**src/rtl/output_serializer.sv**
```systemverilog
// SAP-1 output port: captures the W-bus byte on OUT into a display register and a FIFO,
// then a UART-style framer drains the FIFO LSB first. Define OUTPUT_SERIALIZER_PARITY_EN for an even-parity bit.
module output_serializer #(
  parameter int DATA_W       = 8,
  parameter int DEPTH        = 4,
  parameter int CLKS_PER_BIT = 4
) (
  input  logic              clk,
  input  logic              rst_n,
  input  logic [DATA_W-1:0] data_in,
  input  logic              out_load,
  output logic [DATA_W-1:0] out_reg,
  output logic              fifo_full,
  output logic              overflow,
  output logic              tx_serial,
  output logic              tx_busy
);
  localparam int AW = (DEPTH > 1) ? $clog2(DEPTH) : 1;
  localparam int BW = (CLKS_PER_BIT > 1) ? $clog2(CLKS_PER_BIT) : 1;
  localparam int CW = (DATA_W > 1) ? $clog2(DATA_W) : 1;
  localparam logic [BW-1:0] BAUD_MAX = BW'(CLKS_PER_BIT - 1);
  localparam logic [CW-1:0] BIT_MAX  = CW'(DATA_W - 1);

`ifdef OUTPUT_SERIALIZER_PARITY_EN
  typedef enum logic [2:0] {IDLE, START, DATA, PARITY, STOP} state_t;
`else
  typedef enum logic [1:0] {IDLE, START, DATA, STOP} state_t;
`endif

  state_t            state, state_nx;
  logic [BW-1:0]     baud_cnt, baud_nx;
  logic [CW-1:0]     bit_cnt, bit_nx;
  logic [DATA_W-1:0] shift, shift_nx;
  logic              tx_nx;
  logic              par_q, par_nx;

  logic [DATA_W-1:0] mem [DEPTH];
  logic [AW:0]       wr_ptr, rd_ptr;
  logic              empty, pop, push, drop, baud_last;

  // Extra wrap bit distinguishes full from empty when the indices match.
  assign empty     = (wr_ptr == rd_ptr);
  assign fifo_full = (wr_ptr[AW] != rd_ptr[AW]) && (wr_ptr[AW-1:0] == rd_ptr[AW-1:0]);
  assign push      = out_load && (!fifo_full || pop);
  assign drop      = out_load && fifo_full && !pop;
  assign baud_last = (baud_cnt == BAUD_MAX);
  assign tx_busy   = (state != IDLE) || !empty;

  always_ff @(posedge clk) begin
    if (push) mem[wr_ptr[AW-1:0]] <= data_in;
  end

  always_comb begin
    state_nx = state;
    baud_nx  = baud_cnt;
    bit_nx   = bit_cnt;
    shift_nx = shift;
    par_nx   = par_q;
    pop      = 1'b0;
    case (state)
      IDLE: if (!empty) pop = 1'b1;
      START: begin
        if (baud_last) begin
          baud_nx  = '0;
          state_nx = DATA;
        end else baud_nx = baud_cnt + BW'(1);
      end
      DATA: begin
        if (baud_last) begin
          baud_nx  = '0;
          shift_nx = shift >> 1;
          if (bit_cnt == BIT_MAX) begin
            bit_nx = '0;
`ifdef OUTPUT_SERIALIZER_PARITY_EN
            state_nx = PARITY;
`else
            state_nx = STOP;
`endif
          end else bit_nx = bit_cnt + CW'(1);
        end else baud_nx = baud_cnt + BW'(1);
      end
`ifdef OUTPUT_SERIALIZER_PARITY_EN
      PARITY: begin
        if (baud_last) begin
          baud_nx  = '0;
          state_nx = STOP;
        end else baud_nx = baud_cnt + BW'(1);
      end
`endif
      STOP: begin
        if (baud_last) begin
          baud_nx  = '0;
          state_nx = IDLE;
          if (!empty) pop = 1'b1;
        end else baud_nx = baud_cnt + BW'(1);
      end
      default: state_nx = IDLE;
    endcase
    // Loading the head restarts the frame with no idle gap.
    if (pop) begin
      shift_nx = mem[rd_ptr[AW-1:0]];
      par_nx   = ^mem[rd_ptr[AW-1:0]];
      baud_nx  = '0;
      bit_nx   = '0;
      state_nx = START;
    end
  end

  // Line level is registered from the next state so it never glitches.
  always_comb begin
    tx_nx = 1'b1;
    case (state_nx)
      START:  tx_nx = 1'b0;
      DATA:   tx_nx = shift_nx[0];
`ifdef OUTPUT_SERIALIZER_PARITY_EN
      PARITY: tx_nx = par_nx;
`endif
      default: tx_nx = 1'b1;
    endcase
  end

  always_ff @(posedge clk or negedge rst_n) begin
    if (!rst_n) begin
      state     <= IDLE;
      baud_cnt  <= '0;
      bit_cnt   <= '0;
      shift     <= '0;
      par_q     <= 1'b0;
      tx_serial <= 1'b1;
      wr_ptr    <= '0;
      rd_ptr    <= '0;
      out_reg   <= '0;
      overflow  <= 1'b0;
    end else begin
      state     <= state_nx;
      baud_cnt  <= baud_nx;
      bit_cnt   <= bit_nx;
      shift     <= shift_nx;
      par_q     <= par_nx;
      tx_serial <= tx_nx;
      if (push)     wr_ptr   <= wr_ptr + (AW+1)'(1);
      if (pop)      rd_ptr   <= rd_ptr + (AW+1)'(1);
      if (out_load) out_reg  <= data_in;
      if (drop)     overflow <= 1'b1;
    end
  end
endmodule

```
**config.mk**
```make
export PLATFORM = sky130hd
export DESIGN_NAME = output_serializer
export DESIGN_NICKNAME = d
export VERILOG_FILES = /design/src/rtl/output_serializer.sv
export SDC_FILE = /design/constraint.sdc
export NUM_CORES = 1
export LEC_CHECK = 0
export CAP_MARGIN = 10
export CORE_ASPECT_RATIO = 1.25
export CORE_MARGIN = 2
export CORE_UTILIZATION = 40
export DETAILED_ROUTE_END_ITERATION = 16
export GPL_TIMING_DRIVEN = 0
export MAX_ROUTING_LAYER = met4
export PLACE_DENSITY = 0.61
export SETUP_SLACK_MARGIN = 0.15
export SLEW_MARGIN = 25
export SYNTH_ARGS = -nofsm -noshare
export SYNTH_HDL_FRONTEND = slang
export SYNTH_SLANG_ARGS = --single-unit
```
**constraint.sdc**
```tcl
create_clock -name clk -period 1.95 [get_ports clk]
set_clock_uncertainty 0.2 [all_clocks]
set_input_delay 0.2925 -clock clk [delete_from_list [all_inputs] [get_ports clk]]
set_output_delay 0.2925 -clock clk [all_outputs]
set_load 0.05 [all_outputs]
```
# Word level (Yosys, flattened, before mapping)
# Memory sizes are Yosys's and may differ from the RTL's.
# Cells that the tools add are included.
# word_totals
ff_bits,31
latch_bits,0
ramBits,32
romBits,0
output_inout_bits,12
elab_cells,63
n_memories,1
# mem_list
memory,words,word_bits,read_ports,rd_ports_with_merged_regs,wr,line_no,rtl
mem,4,8,1,0,1,37,logic [DATA_W-1:0] mem [DEPTH];
# op_classes
n_addsub,4
mul,0
n_div,0
n_lt_le_gt_ge,0
n_eq_ne,10
shifts,0
mux,22
bitwise_logic,0
n_reduce_logical,16
# op_table
cell,count
$mux 8,3
$mux 2,8
$mux 3,4
$add 3x1->3 const B,3
$eq 2x2->1 const B,4
$reduce_bool 2->1,4
$pmux 2 s3,1
$eq 2x1->1 const B,2
$logic_and 1x1->1,4
$mux 1,4
$pmux 1 s2,2
$eq 3x3->1,1
$eq 3x3->1 const B,1
$logic_not 1->1,3
$reduce_or 3->1,1
$add 2x1->2 const B,1
$eq 2x2->1,1
$logic_not 2->1,1
$logic_or 1x1->1,2
$reduce_and 2->1,1
$ne 1x1->1,1

# Longest topological paths before layout
# depth
depth_word,8
ltp_mapped,7
ltp_nobuf,6

# Worst setup path after synthesis
# No wires, ideal clock.
# synth_path
kind,register -> register
start,reg state[0]
end,mem mem[3][0] (enable)
arrival_time_ps,1507
required_time_ps,1411
setup_slack_ps,-97
path_stages_with_launch,5
n_path_buf,0
period_less_slack_ps,2047
path_cell_list,dfrtp_1 -> inv_1 -> ha_1 -> o2111ai_1 -> and3_1
# synth_between
elab_chain_len,6
# synth_lines
element,line_no,rtl
"start, declared",30,"state_t state, state_nx;"
"start signal, assigned",135,state <= state_nx;
$eq 2x2->1 or $logic_not 2->1 (tied branches),60,case (state)
$pmux 1 s2 *,60,
$logic_or 1x1->1 *,44,assign push = out_load && (!fifo_full || pop);
$logic_and 1x1->1 *,44,
$mux 1 *,50,if (push) mem[wr_ptr[AW-1:0]] <= data_in;
$mux 1 (not written as such) *,50,
"end, declared",37,
# Mark *: on every way between the ends. The rest lies on a longest branch, timed or not.

# Final worst setup path
# layout_path
start,reg rd_ptr[0]
end,out fifo_full
# layout_between
elab_chain_len,2
# layout_lines
element,line_no,rtl
"start, declared",38,"logic [AW:0] wr_ptr, rd_ptr;"
"start signal, assigned",142,if (pop) rd_ptr <= rd_ptr + (AW+1)'(1);
$eq 2x2->1,43,assign fifo_full = (wr_ptr[AW] != rd_ptr[AW]) && (wr_ptr[AW-1:0] == rd_ptr[AW-1:0]);
$logic_and 1x1->1,43,
"end, declared",13,"output logic fifo_full,"
# No other way between the ends.

==> out/qor.txt <==
Leak -> 0.00157 µW
Final period util -> 0.992
Power, Total -> 6260 µW
Fin area -> 3810 µm²
Register area share after synthesis -> 0.625
CP top delay family -> flip-flops
Reg-to-reg critical path endpoint -> rd_ptr[1]
RSZ-0062 raised after global routing -> yes
Final non-filler cell total -> 326
Overall routing resource usage -> 0.147
CP required -> 1.46 ns
Max_cap viols -> 0
CP Data Arrival Time -> 1.44 ns
Least-Margin Pin Slew -> 0.498 ns
Synthesis warning total -> 0
Post-Route WL -> 5.17 mm
Relative max-transition margin -> 0.669
Cell with the most instances after synthesis -> edfxtp_1
Status -> complete, no violations
Crit Path Max Fanout -> 4
Reg2reg path depth -> 6
Layout overhead on the synthesized area -> 37.1%
Net Count, Synth -> 201
Via Count -> 1644
Max reg flops -> 32
Fin Setup TNS -> 0 ns
Final setup viols -> 0
Largest net degree at the start of global routing -> 18
Initial antenna violation count -> 0
CTS clk-pin slew, worst paths -> 0.07 ns
Number of buffers created by CTS -> 9
Ports -> 23
Post-synth top area share -> 0.346
Critical R2R Launch -> rd_ptr[1]
CP Buf/Inv Count -> 2
Post-synth top area cell -> edfxtp_1
Synth Instances -> 177
#FFs+latches synth -> 63
Reg2Reg Setup Slack -> 0.03 ns
Hold Slack -> 0.242 ns
Clk_lat worst skew -> 0.34 ns
Filler Cell Count -> 556
Pins Over Slew Limit -> 0
Clock sink count -> 63
Placed cell area -> 3210 µm²
DRC viols -> 0
Nets -> 255
Starting Density -> 0.406
Slowest cell on crit path -> dfrtp_1
Netlist Area Pre-Place -> 2780 µm²
Antenna cells -> 0
HP Class -> in -> async
First-pass GRT wire length -> 8.11 mm
Vias per cell -> 5.04
Die area -> 7640 µm²
Clk root buf -> clkbuf_8
Port Buf Inserts -> 22
Ys async rst share -> 0.492
Placed Instances -> 290
Antenna Violating Nets Remaining -> 0
Final Critical Period -> 1.93 ns
Post-synth EDFFs -> 32
Critical path endpoint category -> output pin
CP max stage delay -> 0.41 ns
RePlAce Congestion -> 0.765
Synth unique cells -> 37
Wire per inst -> 15.9 µm
Core Area -> 6850 µm²
Gr ovfl total -> 0
Vias in the first global route -> 1626
Iter 0 DRT Violations -> 46
Post-synth top cells -> edfxtp_1, dfrtp_1, ha_1
Hpwl dp -> 3.21 mm
Startpoint Class -> flip-flop
Initial DRT Pass Iterations -> 4
Area contributors post-synth -> edfxtp_1, dfrtp_1, mux4_1
DIE WIDTH -> 78.6 µm
Worst IR drop on VDD -> 0.691 mV
CP Class -> reg -> out
Mean post-synth cell area -> 15.7 µm²
H-Tree Depth -> 3
Die Y -> 97.2 µm
Rows -> 34
Crit-path cells -> buf_12, xnor2_4, and3_4, buf_8
Layout cells sized above 1 -> 0.403
Top FF cell, synth -> edfxtp_1
FMAX -> 517 MHz
CTS tree -> yes
PwrDens -> 1640 nW/µm²
Fin. Hold Viols -> 0
Maximum root-to-sink buffer count -> 2
timing repair:
action / 4_1_cts / 5_1_grt
pin swaps: 8 / 14
gates resized for setup: 44 / 38
endpoints found under the setup margin: 65 / 49
endpoints found under the hold margin: 16 / 0
buffers inserted: 11 / 4
gates cloned: 1 / 3
hold buffers: 1 / 0
final cells by class:
cell class / instances / area (µm²) / area share
flip-flops and latches: 63 / 1740 / 0.457
plain buffers: 6 / 80.1 / 0.0210
inverters: 6 / 25.0 / 0.00656
well taps: 90 / 113 / 0.0295
multi-input cells: 103 / 1200 / 0.315
clock buffers: 11 / 141 / 0.0371
clock inverters: 5 / 57.6 / 0.0151
repair buffers: 42 / 453 / 0.119
worst register-to-register path, cell delays in order (launching register included):
cell,delay [ns]
dfrtp_1,0.39
buf_6,0.14
xnor2_4,0.13
buf_6,0.13
a311oi_4,0.34
buf_12,0.18
mux2_4,0.30
worst max path at each step:
stage               startpoint        end  slack [ns]  cells after the start
floorplan            rd_ptr[0]  rd_ptr[1]        0.15                      4
global placement     rd_ptr[1]  fifo_full       -0.35                      4
detailed placement   rd_ptr[1]  fifo_full       -0.38                      4
CTS                  rd_ptr[0]  fifo_full       -0.02                      4
global route         rd_ptr[0]  fifo_full       -0.04                      4
finish               rd_ptr[0]  fifo_full        0.02                      4
power by group:
part           internal (µW)  switching [µW]  leakage [µW]
registers               1800             220      0.000664
clock network            625             501      0.000103
logic                   1650            1470      0.000801
metal layers:
metal  track usage  wire length, µm
met3        0.0390              175
met2         0.245             2870
met4        0.0688              125
met5             -                0
met1         0.163             2000
stage by stage:
stage               utilization  setup WS, ns
floorplan                     -         0.151
global placement          0.466        -0.354
detailed placement        0.469        -0.378
CTS                       0.525       -0.0215
global route              0.557       -0.0391
finish                    0.557        0.0164
cell families after synthesis:
family | Yosys count | share of synthesized area
compound gates | 22 | 0.0549
xor+xnor | 8 | 0.0333
fa+ha+maj | 13 | 0.0585
buf+inv | 12 | 0.0248
flops | 63 | 0.625
mux | 26 | 0.144
simple gates | 33 | 0.0590
cells in the final DEF (no fill, tap or decap), types with 2 or more instances in the layout:
cell,Yosys,final
a21oi_1,5,3
nor3_1,3,3
clkinv_4,0,2
nor2_4,0,4
nand2_1,11,8
ha_4,0,3
buf_4,0,13
clkinv_2,0,2
buf_6,3,3
buf_8,0,3
clkbuf_16,0,3
dfrtp_1,30,27
mux2_2,8,8
nand2b_1,2,2
dfrtp_2,0,3
and3_4,0,6
o21ai_2,0,7
mux2i_1,9,9
ha_1,13,9
buf_12,0,2
dlygate4sd2_1,0,9
xor2_2,1,2
nand3_1,2,2
inv_1,6,4
edfxtp_1,32,32
nand2_4,0,2
clkdlybuf4s50_1,0,9
clkbuf_8,0,11
xnor2_1,3,2
mux4_1,7,7
xnor2_4,0,2
o21bai_1,4,4
Power figures use the tool's default switching activity.
==> edit (config.mk and constraints unchanged) <==
`DEPTH`: 4 -> 8.
--- a/src/rtl/output_serializer.sv
+++ b/src/rtl/output_serializer.sv
@@ -3,5 +3,5 @@
 module output_serializer #(
   parameter int DATA_W       = 8,
-  parameter int DEPTH        = 4,
+  parameter int DEPTH        = 8,
   parameter int CLKS_PER_BIT = 4
 ) (
Function: changed (a bounded check fails within 10 cycles, from zero or initial values and one cycle with rst_n low).
==> edit against the unedited design <==
- area after synthesis is 50% higher
- critical path type is now flip-flop to flip-flop
- combinational power is 63% higher
- power is 54% higher
- wire length is 73% higher
- design area is 51% higher
- critical endpoint is now mem[1][6]
- setup slack worse by 180 ps
- largest cell class unchanged
- the flow now finishes with violations (negative setup slack)
- global-route usage is 2.3 points higher
- sequential cell count is 34 higher
- largest power group unchanged
==> edit: results (changes against the unedited design) <==
* Syn Inst Count at 240 (+36%)
* Pin count of the biggest net entering global routing at 26 (+8)
* NumNets Final at 351 (+38%)
* EDFF count, synth at 64 (+100%)
* Worst path slowest cell: dfrtp_1
* Clk root buf: clkbuf_16
* Post-synth cell types at 42 (+14%)
* Initial antenna violation count at 0 (unchanged)
* N_diodes at 0 (unchanged)
* Layout Cells excl Fill at 463 (+42%)
* Crit Path Class: flip-flop to flip-flop
* Crit Path Max Fanout at 8 (+4)
* Area after DPL at 4680 µm² (+46%)
* DRT iter0 DRCs at 127 (+180%)
* # fillers at 799 (+44%)
* Clk slew on worst S/H paths at 70 ps (about the same)
* Post-synth top cells: 64 x edfxtp_1, 32 x dfrtp_1, 23 x mux2i_1, 15 x mux4_2, 10 x ha_1
* Setup WS pre-CTS at -1100 ps (-723 ps)
* Reg2reg start: state[1]
* First-pass GRT wire length at 13600 µm (+67%)
* Leakage at 2.26 nW (+44%)
* Crit-path leading delay family: buffers and inverters
* Total CTS buffers at 9 (unchanged)
* Post-synth ARST share at 34.0% (-15 points)
* Status: finished, violations left
* Violated checks: negative setup slack
* Maximum clock insertion buffer count at 2 (unchanged)
* Vias in the first global route at 2446 (+50%)
* Synth area leaders: edfxtp_1 46%, dfrtp_1 19%, mux4_2 8.1%
* Initial DRT Pass Iterations at 4 (unchanged)
* Share of cells above drive strength 1 at 47.6% (+7.4 points)
* Estimated wirelength of the detail-placed design at 5020 µm (+56%)
* Worst stage delay on the critical path at 430 ps (+20 ps)
* HP Class: input pin to asynchronous set/reset pin
* Worst-Skew Late Latency at 340 ps (about the same)
* H-tree level count at 3 (unchanged)
* GRT Util Overall at 17.0% (+2.3 points)
* Worst slew pin tran at 501 ps (+2.85 ps)
* Seq/Total Area, Yosys at 65.7% (+3.2 points)
* Worst vdd ir at 0.000909 V (+32%)
* Dpl cells at 392 (+35%)
* Data arrival time of the critical path at 1970 ps (+530 ps)
* PnR worst setup slack at -167 ps (-183 ps)
* Warnings from Yosys at 0 (unchanged)
* Area growth syn-to-layout at 38.1%
* Post-Route WL at 8950 µm (+73%)
* Largest register FFs at 64 (+100%)
* RePlAce Congestion at 0.718 (-6.2%)
* Final setup violation count at 64 (+64)
* PortBufs at 22 (unchanged)
* Mapped Nets at 261 (+30%)
* Vias/cell at 5.16 (+2.3%)
## edit: final cells by class
class	instances	area share, %
Tap cell	129	2.79
Buffer	12	2.62
Clock buffer	9	3.90
Timing Repair Buffer	78	14.3
Clock inverter	6	0.780
Multi-Input combinational cell	128	27.7
Inverter	4	0.260
Sequential cell	97	47.6
## edit: worst paths after layout
kind,slack [ps],depth (start not counted),end
hold reg to reg,270,1,overflow
min in group clk,270,1,overflow
max in group asynchronous,880,3,tx_serial
hold / removal,170,2,out_reg[1]
setup / recovery,-170,8,mem[1][6]
setup reg to reg,-170,8,mem[1][6]
## edit: report_power, final
group	internal, mW	switching (mW)	leakage, nW
registers	2.70	0.251	0.975
logic	2.72	2.35	1.17
clock network	0.861	0.743	0.124
## edit: timing repair
action,CTS,global route
hold endpoints to repair,32,0
hold buffers,1,0
pin swaps,21,20
gates resized for setup,73,28
buffers inserted,34,17
cloned,2,2
endpoints found under the setup margin,99,88
## edit: metrics by stage
stage	setup TNS, ps	util [%]	hold slack (ps)
floorplan	-585	-	-203
global placement	-55110	45.9	258
detailed placement	-41030	46.1	-8.26
CTS	-4630	54.0	180
global route	-12820	56.9	212
finish	-7150	56.9	174
## edit: logic make-up (layout without fill, tap and decap cells)
logic type      after synthesis  in the layout  synth area share [%]
mux                          49             49                  17.0
xor+xnor                     11             11                  3.38
simple gates                 40             40                  5.38
compound gates               17             18                  2.96
fa+ha+maj                    10             10                  2.99
buf+inv                      16            109                  2.57
flops                        97             97                  65.7
## edit: routing by layer
| metal | global-route usage, % | routed length, µm | up-vias |
|---|---|---|---|
| li1 | - | - | 1104 |
| met1 | 22.3 | 3870 | 1245 |
| met2 | 26.9 | 4750 | 33 |
| met3 | 3.82 | 218 | 7 |
| met4 | 4.55 | 104 | 0 |
| met5 | - | 0 | - |
